`src/rtl/hazard_if.sv`:
```
// hazard_if: decode/writeback/execute hazard signals between the pipeline and the hazard controller.
interface hazard_if #(parameter int REGNO_BITS = 4);
    logic                       dec_valid;
    logic [REGNO_BITS-1:0]      dec_regno1;
    logic [REGNO_BITS-1:0]      dec_regno2;
    logic                       dec_use1;
    logic                       dec_use2;
    logic                       dec_wrtEn;
    logic [REGNO_BITS-1:0]      dec_wrtRegno;
    logic                       wb_valid;
    logic [REGNO_BITS-1:0]      wb_regno;
    logic                       ex_mispredict;
    logic                       issue;
    logic                       stall;
    logic                       flush;
    logic [2**REGNO_BITS-1:0]   busy_mask;
    logic [1:0]                 state;
    logic                       err;
    modport master (
        output dec_valid, dec_regno1, dec_regno2, dec_use1, dec_use2, dec_wrtEn, dec_wrtRegno,
               wb_valid, wb_regno, ex_mispredict,
        input  issue, stall, flush, busy_mask, state, err
    );
    modport slave (
        input  dec_valid, dec_regno1, dec_regno2, dec_use1, dec_use2, dec_wrtEn, dec_wrtRegno,
               wb_valid, wb_regno, ex_mispredict,
        output issue, stall, flush, busy_mask, state, err
    );
endinterface

```
`src/rtl/hazard_controller.sv`:
```
// hazard_controller: per-register pending-write counters driving decode interlock and mispredict flush.
module hazard_controller #(
    parameter int REGNO_BITS = 4,
    parameter int CNT_BITS   = 2
) (
    input  logic     clk,
    input  logic     reset,
    hazard_if.slave  hz
);
    localparam int NREG = 2**REGNO_BITS;
    localparam logic [CNT_BITS-1:0] CMAX = '1;
    typedef enum logic [1:0] {RUN = 2'd0, STALL = 2'd1, FLUSH = 2'd2} state_t;
    state_t                st, st_nxt;
    logic [CNT_BITS-1:0]   cnt     [NREG];
    logic [CNT_BITS-1:0]   cnt_nxt [NREG];
    logic [CNT_BITS:0]     up      [NREG];
    logic [CNT_BITS:0]     dn      [NREG];
    logic [NREG-1:0]       under;
    logic                  de_wr_valid;
    logic [REGNO_BITS-1:0] de_wr_regno;
    logic                  hazard;
    logic                  issue;
    logic                  err_q;
    // Hazards look only at registered counters: a same-cycle writeback does not unblock decode.
    always_comb begin
        hazard = (hz.dec_use1 && cnt[hz.dec_regno1] != '0) ||
                 (hz.dec_use2 && cnt[hz.dec_regno2] != '0) ||
                 (hz.dec_wrtEn && cnt[hz.dec_wrtRegno] == CMAX);
        issue  = hz.dec_valid && !hazard && st != FLUSH && !hz.ex_mispredict;
        st_nxt = hz.ex_mispredict ? FLUSH :
                 (st != FLUSH && hz.dec_valid && hazard) ? STALL : RUN;
    end
    // Squashing the DE shadow and a writeback on the same register decrement it by two.
    always_comb begin
        for (int r = 0; r < NREG; r++) begin
            up[r] = {1'b0, cnt[r]} + (CNT_BITS+1)'(issue && hz.dec_wrtEn && hz.dec_wrtRegno == REGNO_BITS'(r));
            dn[r] = (CNT_BITS+1)'(hz.wb_valid && hz.wb_regno == REGNO_BITS'(r)) +
                    (CNT_BITS+1)'(hz.ex_mispredict && de_wr_valid && de_wr_regno == REGNO_BITS'(r));
            under[r] = up[r] < dn[r];
            cnt_nxt[r] = under[r] ? '0 : CNT_BITS'(up[r] - dn[r]);
            hz.busy_mask[r] = cnt[r] != '0;
        end
    end
    always_ff @(posedge clk) begin
        if (reset) begin
            st          <= RUN;
            err_q       <= 1'b0;
            de_wr_valid <= 1'b0;
            de_wr_regno <= '0;
            cnt         <= '{default: '0};
        end else begin
            st          <= st_nxt;
            err_q       <= err_q | (|under);
            de_wr_valid <= issue && hz.dec_wrtEn;
            de_wr_regno <= hz.dec_wrtRegno;
            cnt         <= cnt_nxt;
        end
    end
    assign hz.issue = issue;
    assign hz.stall = (hz.dec_valid && !issue) || st == FLUSH;
    assign hz.flush = hz.ex_mispredict || st == FLUSH;
    assign hz.state = st;
    assign hz.err   = err_q;
endmodule
```
`src/flat_wrapper.sv`:
```
// flat-port wrapper written by rule: the top's interface ports become plain ports
module hazard_controller_flat 
#(
    parameter int REGNO_BITS = 4,
    parameter int CNT_BITS   = 2
)
  (clk, reset, hz_dec_valid, hz_dec_regno1, hz_dec_regno2, hz_dec_use1, hz_dec_use2, hz_dec_wrtEn, hz_dec_wrtRegno, hz_wb_valid, hz_wb_regno, hz_ex_mispredict, hz_issue, hz_stall, hz_flush, hz_busy_mask, hz_state, hz_err);
  hazard_if #(.REGNO_BITS(REGNO_BITS)) hz_i ();
  input  logic clk;
  input  logic reset;
  input wire logic [$bits(hz_i.dec_valid)-1:0] hz_dec_valid;
  input wire logic [$bits(hz_i.dec_regno1)-1:0] hz_dec_regno1;
  input wire logic [$bits(hz_i.dec_regno2)-1:0] hz_dec_regno2;
  input wire logic [$bits(hz_i.dec_use1)-1:0] hz_dec_use1;
  input wire logic [$bits(hz_i.dec_use2)-1:0] hz_dec_use2;
  input wire logic [$bits(hz_i.dec_wrtEn)-1:0] hz_dec_wrtEn;
  input wire logic [$bits(hz_i.dec_wrtRegno)-1:0] hz_dec_wrtRegno;
  input wire logic [$bits(hz_i.wb_valid)-1:0] hz_wb_valid;
  input wire logic [$bits(hz_i.wb_regno)-1:0] hz_wb_regno;
  input wire logic [$bits(hz_i.ex_mispredict)-1:0] hz_ex_mispredict;
  output wire logic [$bits(hz_i.issue)-1:0] hz_issue;
  output wire logic [$bits(hz_i.stall)-1:0] hz_stall;
  output wire logic [$bits(hz_i.flush)-1:0] hz_flush;
  output wire logic [$bits(hz_i.busy_mask)-1:0] hz_busy_mask;
  output wire logic [$bits(hz_i.state)-1:0] hz_state;
  output wire logic [$bits(hz_i.err)-1:0] hz_err;
  assign hz_i.dec_valid = hz_dec_valid;
  assign hz_i.dec_regno1 = hz_dec_regno1;
  assign hz_i.dec_regno2 = hz_dec_regno2;
  assign hz_i.dec_use1 = hz_dec_use1;
  assign hz_i.dec_use2 = hz_dec_use2;
  assign hz_i.dec_wrtEn = hz_dec_wrtEn;
  assign hz_i.dec_wrtRegno = hz_dec_wrtRegno;
  assign hz_i.wb_valid = hz_wb_valid;
  assign hz_i.wb_regno = hz_wb_regno;
  assign hz_i.ex_mispredict = hz_ex_mispredict;
  assign hz_issue = hz_i.issue;
  assign hz_stall = hz_i.stall;
  assign hz_flush = hz_i.flush;
  assign hz_busy_mask = hz_i.busy_mask;
  assign hz_state = hz_i.state;
  assign hz_err = hz_i.err;
  hazard_controller #(.REGNO_BITS(REGNO_BITS), .CNT_BITS(CNT_BITS)) u_core (.clk(clk), .reset(reset), .hz(hz_i));
endmodule
```
`config.mk`:
```
export PLATFORM = sky130hd
export DESIGN_NAME = hazard_controller_flat
export DESIGN_NICKNAME = d
export VERILOG_FILES = /design/src/rtl/hazard_if.sv /design/src/rtl/hazard_controller.sv /design/src/flat_wrapper.sv
export SDC_FILE = /design/constraint.sdc
export NUM_CORES = 1
export LEC_CHECK = 0
export BUFFER_PORTS_ARGS = -buffer_cell sky130_fd_sc_hd__buf_4
export CAP_MARGIN = 20
export CORE_MARGIN = 8
export CORE_UTILIZATION = 45
export DETAILED_ROUTE_END_ITERATION = 7
export PLACE_DENSITY = 0.64
export SYNTH_ARGS = -nofsm -noshare
export SYNTH_HDL_FRONTEND = slang
export SYNTH_SLANG_ARGS = --single-unit
```
`constraint.sdc`:
```
create_clock -name clk -period 3.5 [get_ports clk]
set_input_delay 0.7 -clock clk [delete_from_list [all_inputs] [get_ports clk]]
set_output_delay 0.7 -clock clk [all_outputs]
set_load 0.01 [all_outputs]
```
==> impl_metrics.yaml <==
run_status:
  status: "finished, violations left"
  failed_checks: "setup timing"
final_layout:
  register_area_sq_um: 805
  multi_input_area_sq_mm: 0.00318
  nFillCells: 557
  nets: 689
  area_delta_synth_final_pct: 58.6
  final_area_sq_mm: 0.00590
  drive_gt1_share_pct: 51.4
  antenna_cells: 0
  final_cells: 691
yosys:
  yosys.area.top_type: "dfxtp_1"
  synth_seq_cells: 40
  ys_types: 41
  synth-edff-count: 0
  synthArstFlopShare_pct: 0
  synth_common_cells: "64 x ha_1, 50 x nor2_1, 40 x dfxtp_1"
  ys_warn_count: 0
  synth_nets: 494
  postSynthAreaPerCell_sq_um: 9.55
  synth.cell_area_sq_mm: 0.00372
  ys_top_cells_by_area: "dfxtp_1 22%, ha_1 22%, fa_1 8.6%, mux4_2 7.9%, nor3b_1 5.6%"
  ys.flop_type: "dfxtp_1"
  yosysMostFrequentCell: "ha_1"
  synth_top_area_share_pct: 21.5
  ys_seq_area_share_pct: 21.5
  syn_inst: 390
worst_setup_path:
  crit_chain: "or2_4 > mux4_2 > mux4_2 > nand2_4 > nand4b_4 > buf_4 > buf_6 > buf_4 > nor4_4 > ha_2 > inv_1 > ha_1 > nor2_1 > a21oi_2 > nor4_2 > nand4_1 > nor4_2 > nor2_1"
  cp-start-kind: "register"
  path_max_fanout: 3
  cp_slowest_stage_delay_ps: 500
  slowest_stage: "mux4_2"
  worstPathRequired_ps: 3690
  path_buf_inv: 4
  arrival_ps: 4160
  critPathTopFamily: "simple AND/OR/NAND/NOR gates"
  endpoint_kind: "register"
  critPathKind: "register to register"
global_route:
  grtUsageTotal_pct: 22.9
  grt_max_degree: 41
  grt_pass1_wl_um: 20300
  grt_pass1_vias: 3877
  antenna_found_initial: 0
  grt_overflow: 0
route:
  viasPerCell: 5.49
  ant_nets: 0
  vias: 3797
  drtPass1Iterations: 4
  wl_per_cell_um: 19.2
  post-route-drc-count: 0
  first_iter_violations: 298
  routed_wl_um: 13300
power_and_ir_drop:
  total_power_mw: 1.14
  ir_worst_vdd_uv: 162
  leakage_nw: 2.80
  p_per_area_mw_per_mm2: 193
sta:
  fin_skew_ps: 10.3
  worstMarginPinSlew_ps: 542
  slew_violations: 0
  fmax_mhz: 251
  setup_slack_ps: -478
  grt_setup_unrepaired: "true"
  fin_tns_setup_ps: -4130
  min_period_over_period_pct: 114
  setup_violations: 26
  maxSlewHeadroom_pct: 63.8
  fin_crit_ps: 3980
  hold_viol: 0
place:
  place_area_sq_mm: 0.00511
  place.gp.congestion: 0.984
  place_ws_ps: -816
  place_hpwl_um: 10000
  port_buffers: 45
  dp_cells: 654
cts:
  clkTransAtPathRegs_ps: 90
  cts_root_buf: "clkbuf_8"
  cts_tree: "built"
  cts_num_sinks: 40
  cts_buffers: 5
  htree_levels: 2
  cts.path.max_buffers: 2
  clk_latency_ps: 310
  hold_buffers: 0
die:
  start_util_pct: 45.8
  dieArea_sq_mm: 0.0114
  core_sq_mm: 0.00813
  die_h_um: 107
  rows: 33
  boundaryPins: 46
  fp.dieW_um: 107
flow_run:
  cap_violations: 0
worst_hold_path:
  min_path_type: "primary input to register"
-- logic make-up (layout without fill, tap and decap cells) --
family	count (synthesis)	in the layout	share of synthesized area [%]
flops	40	40	21.5
simple gates	173	173	25.7
compound gates	16	16	3.09
buf+inv	48	244	5.17
mux	17	17	10.7
xor+xnor	16	16	3.76
fa+ha+maj	80	80	30.1
-- what timing repair did --
item	CTS	global route
resized for setup	66	37
pin swaps	36	39
cloned	1	0
setup buffers	11	20
setup endpoints to repair	30	33
-- layout by cell type, fill, tap and decap left out, types with 2 or more instances in the layout --
cell type  Yosys  layout
or2_4          1       7
nor4_4         0      11
nor2b_1        4       4
nand2_1       11      11
or3_1          3       3
nor3b_4        0       2
nor4_2         0       5
nor3_1        29      27
buf_8          0       2
nor3b_1       28      18
buf_4          1     186
ha_2           0      15
nor3_4         0       2
nand4_1        2       2
xor2_1        16      15
ha_1          64      46
buf_6          1       8
nand2b_1       7       7
nor3b_2        0       8
nand3b_1       2       2
nor2_2         0       8
inv_1         38      38
a21oi_2        0       5
dfxtp_2        0       3
fa_1          16      15
clkbuf_8       0       5
ha_4           0       3
nor2_4         0       3
nor2_1        50      39
dfxtp_1       40      37
mux4_2        13      16
or2_1         13       8
o211a_1        2       2
-- through the flow --
| step | hold slack (ps) | utilization, % |
|---|---|---|
| 3_5_place_dp | 646 | 62.9 |
| 2_1_floorplan | 623 | - |
| 3_3_place_gp | 648 | 62.9 |
| 4_1_cts | 662 | 68.4 |
| 5_1_grt | 652 | 72.6 |
| 6_report | 658 | 72.6 |
-- worst register-to-register path, cell delays in order (launching register included) --
cell	delay [ps]
dfxtp_2	330
or2_4	270
mux4_2	480
mux4_2	500
nand2_4	100
nand4b_4	130
buf_4	180
buf_6	120
buf_4	130
nor4_4	140
ha_2	210
inv_1	50
ha_1	210
nor2_1	150
a21oi_2	110
nor4_2	320
nand4_1	150
nor4_2	190
nor2_1	60
-- layer usage --
metal	wire, um	track usage [%]
met1	5240	26.7
met3	1160	6.24
met5	0	0
met4	391	8.24
met2	6480	39.4
-- worst paths after layout --
check / startpoint / endpoint / slack (ps) / cells past startpoint
min: hz_ex_mispredict / u_core.hz.state[1]$_SDFF_PP0_ / 660 / 2
min reg2reg: u_core.hz.err$_SDFF_PP0_ / u_core.hz.err$_SDFF_PP0_ / 680 / 4
max: u_core.cnt[7]$_SDFF_PP0_ / u_core.hz.err$_SDFF_PP0_ / -480 / 18
max reg2reg: u_core.cnt[7]$_SDFF_PP0_ / u_core.hz.err$_SDFF_PP0_ / -480 / 18
-- state kept, by name, indices dropped and copies added, names as in the netlist --
| name | flops |
|---|---|
| u_core.de_wr_valid | 1 |
| u_core.hz.err | 1 |
| u_core.cnt | 32 |
| u_core.de_wr_regno | 4 |
| u_core.hz.state | 2 |
-- area by class of cell --
cell class	instances	area share, %
clock buffers	6	1.23
clock inverters	2	0.593
inverters	39	2.48
multi-input cells	302	53.8
flip-flops and latches	40	13.6
well taps	105	2.23
repair buffers	197	26.0
-- power by group --
group / internal [mW] / total [mW] / switching [mW]
clock network: 0.212 / 0.394 / 0.182
logic: 0.132 / 0.271 / 0.140
registers: 0.465 / 0.474 / 0.00912
No activity file was read; power rests on OpenSTA's default activity.
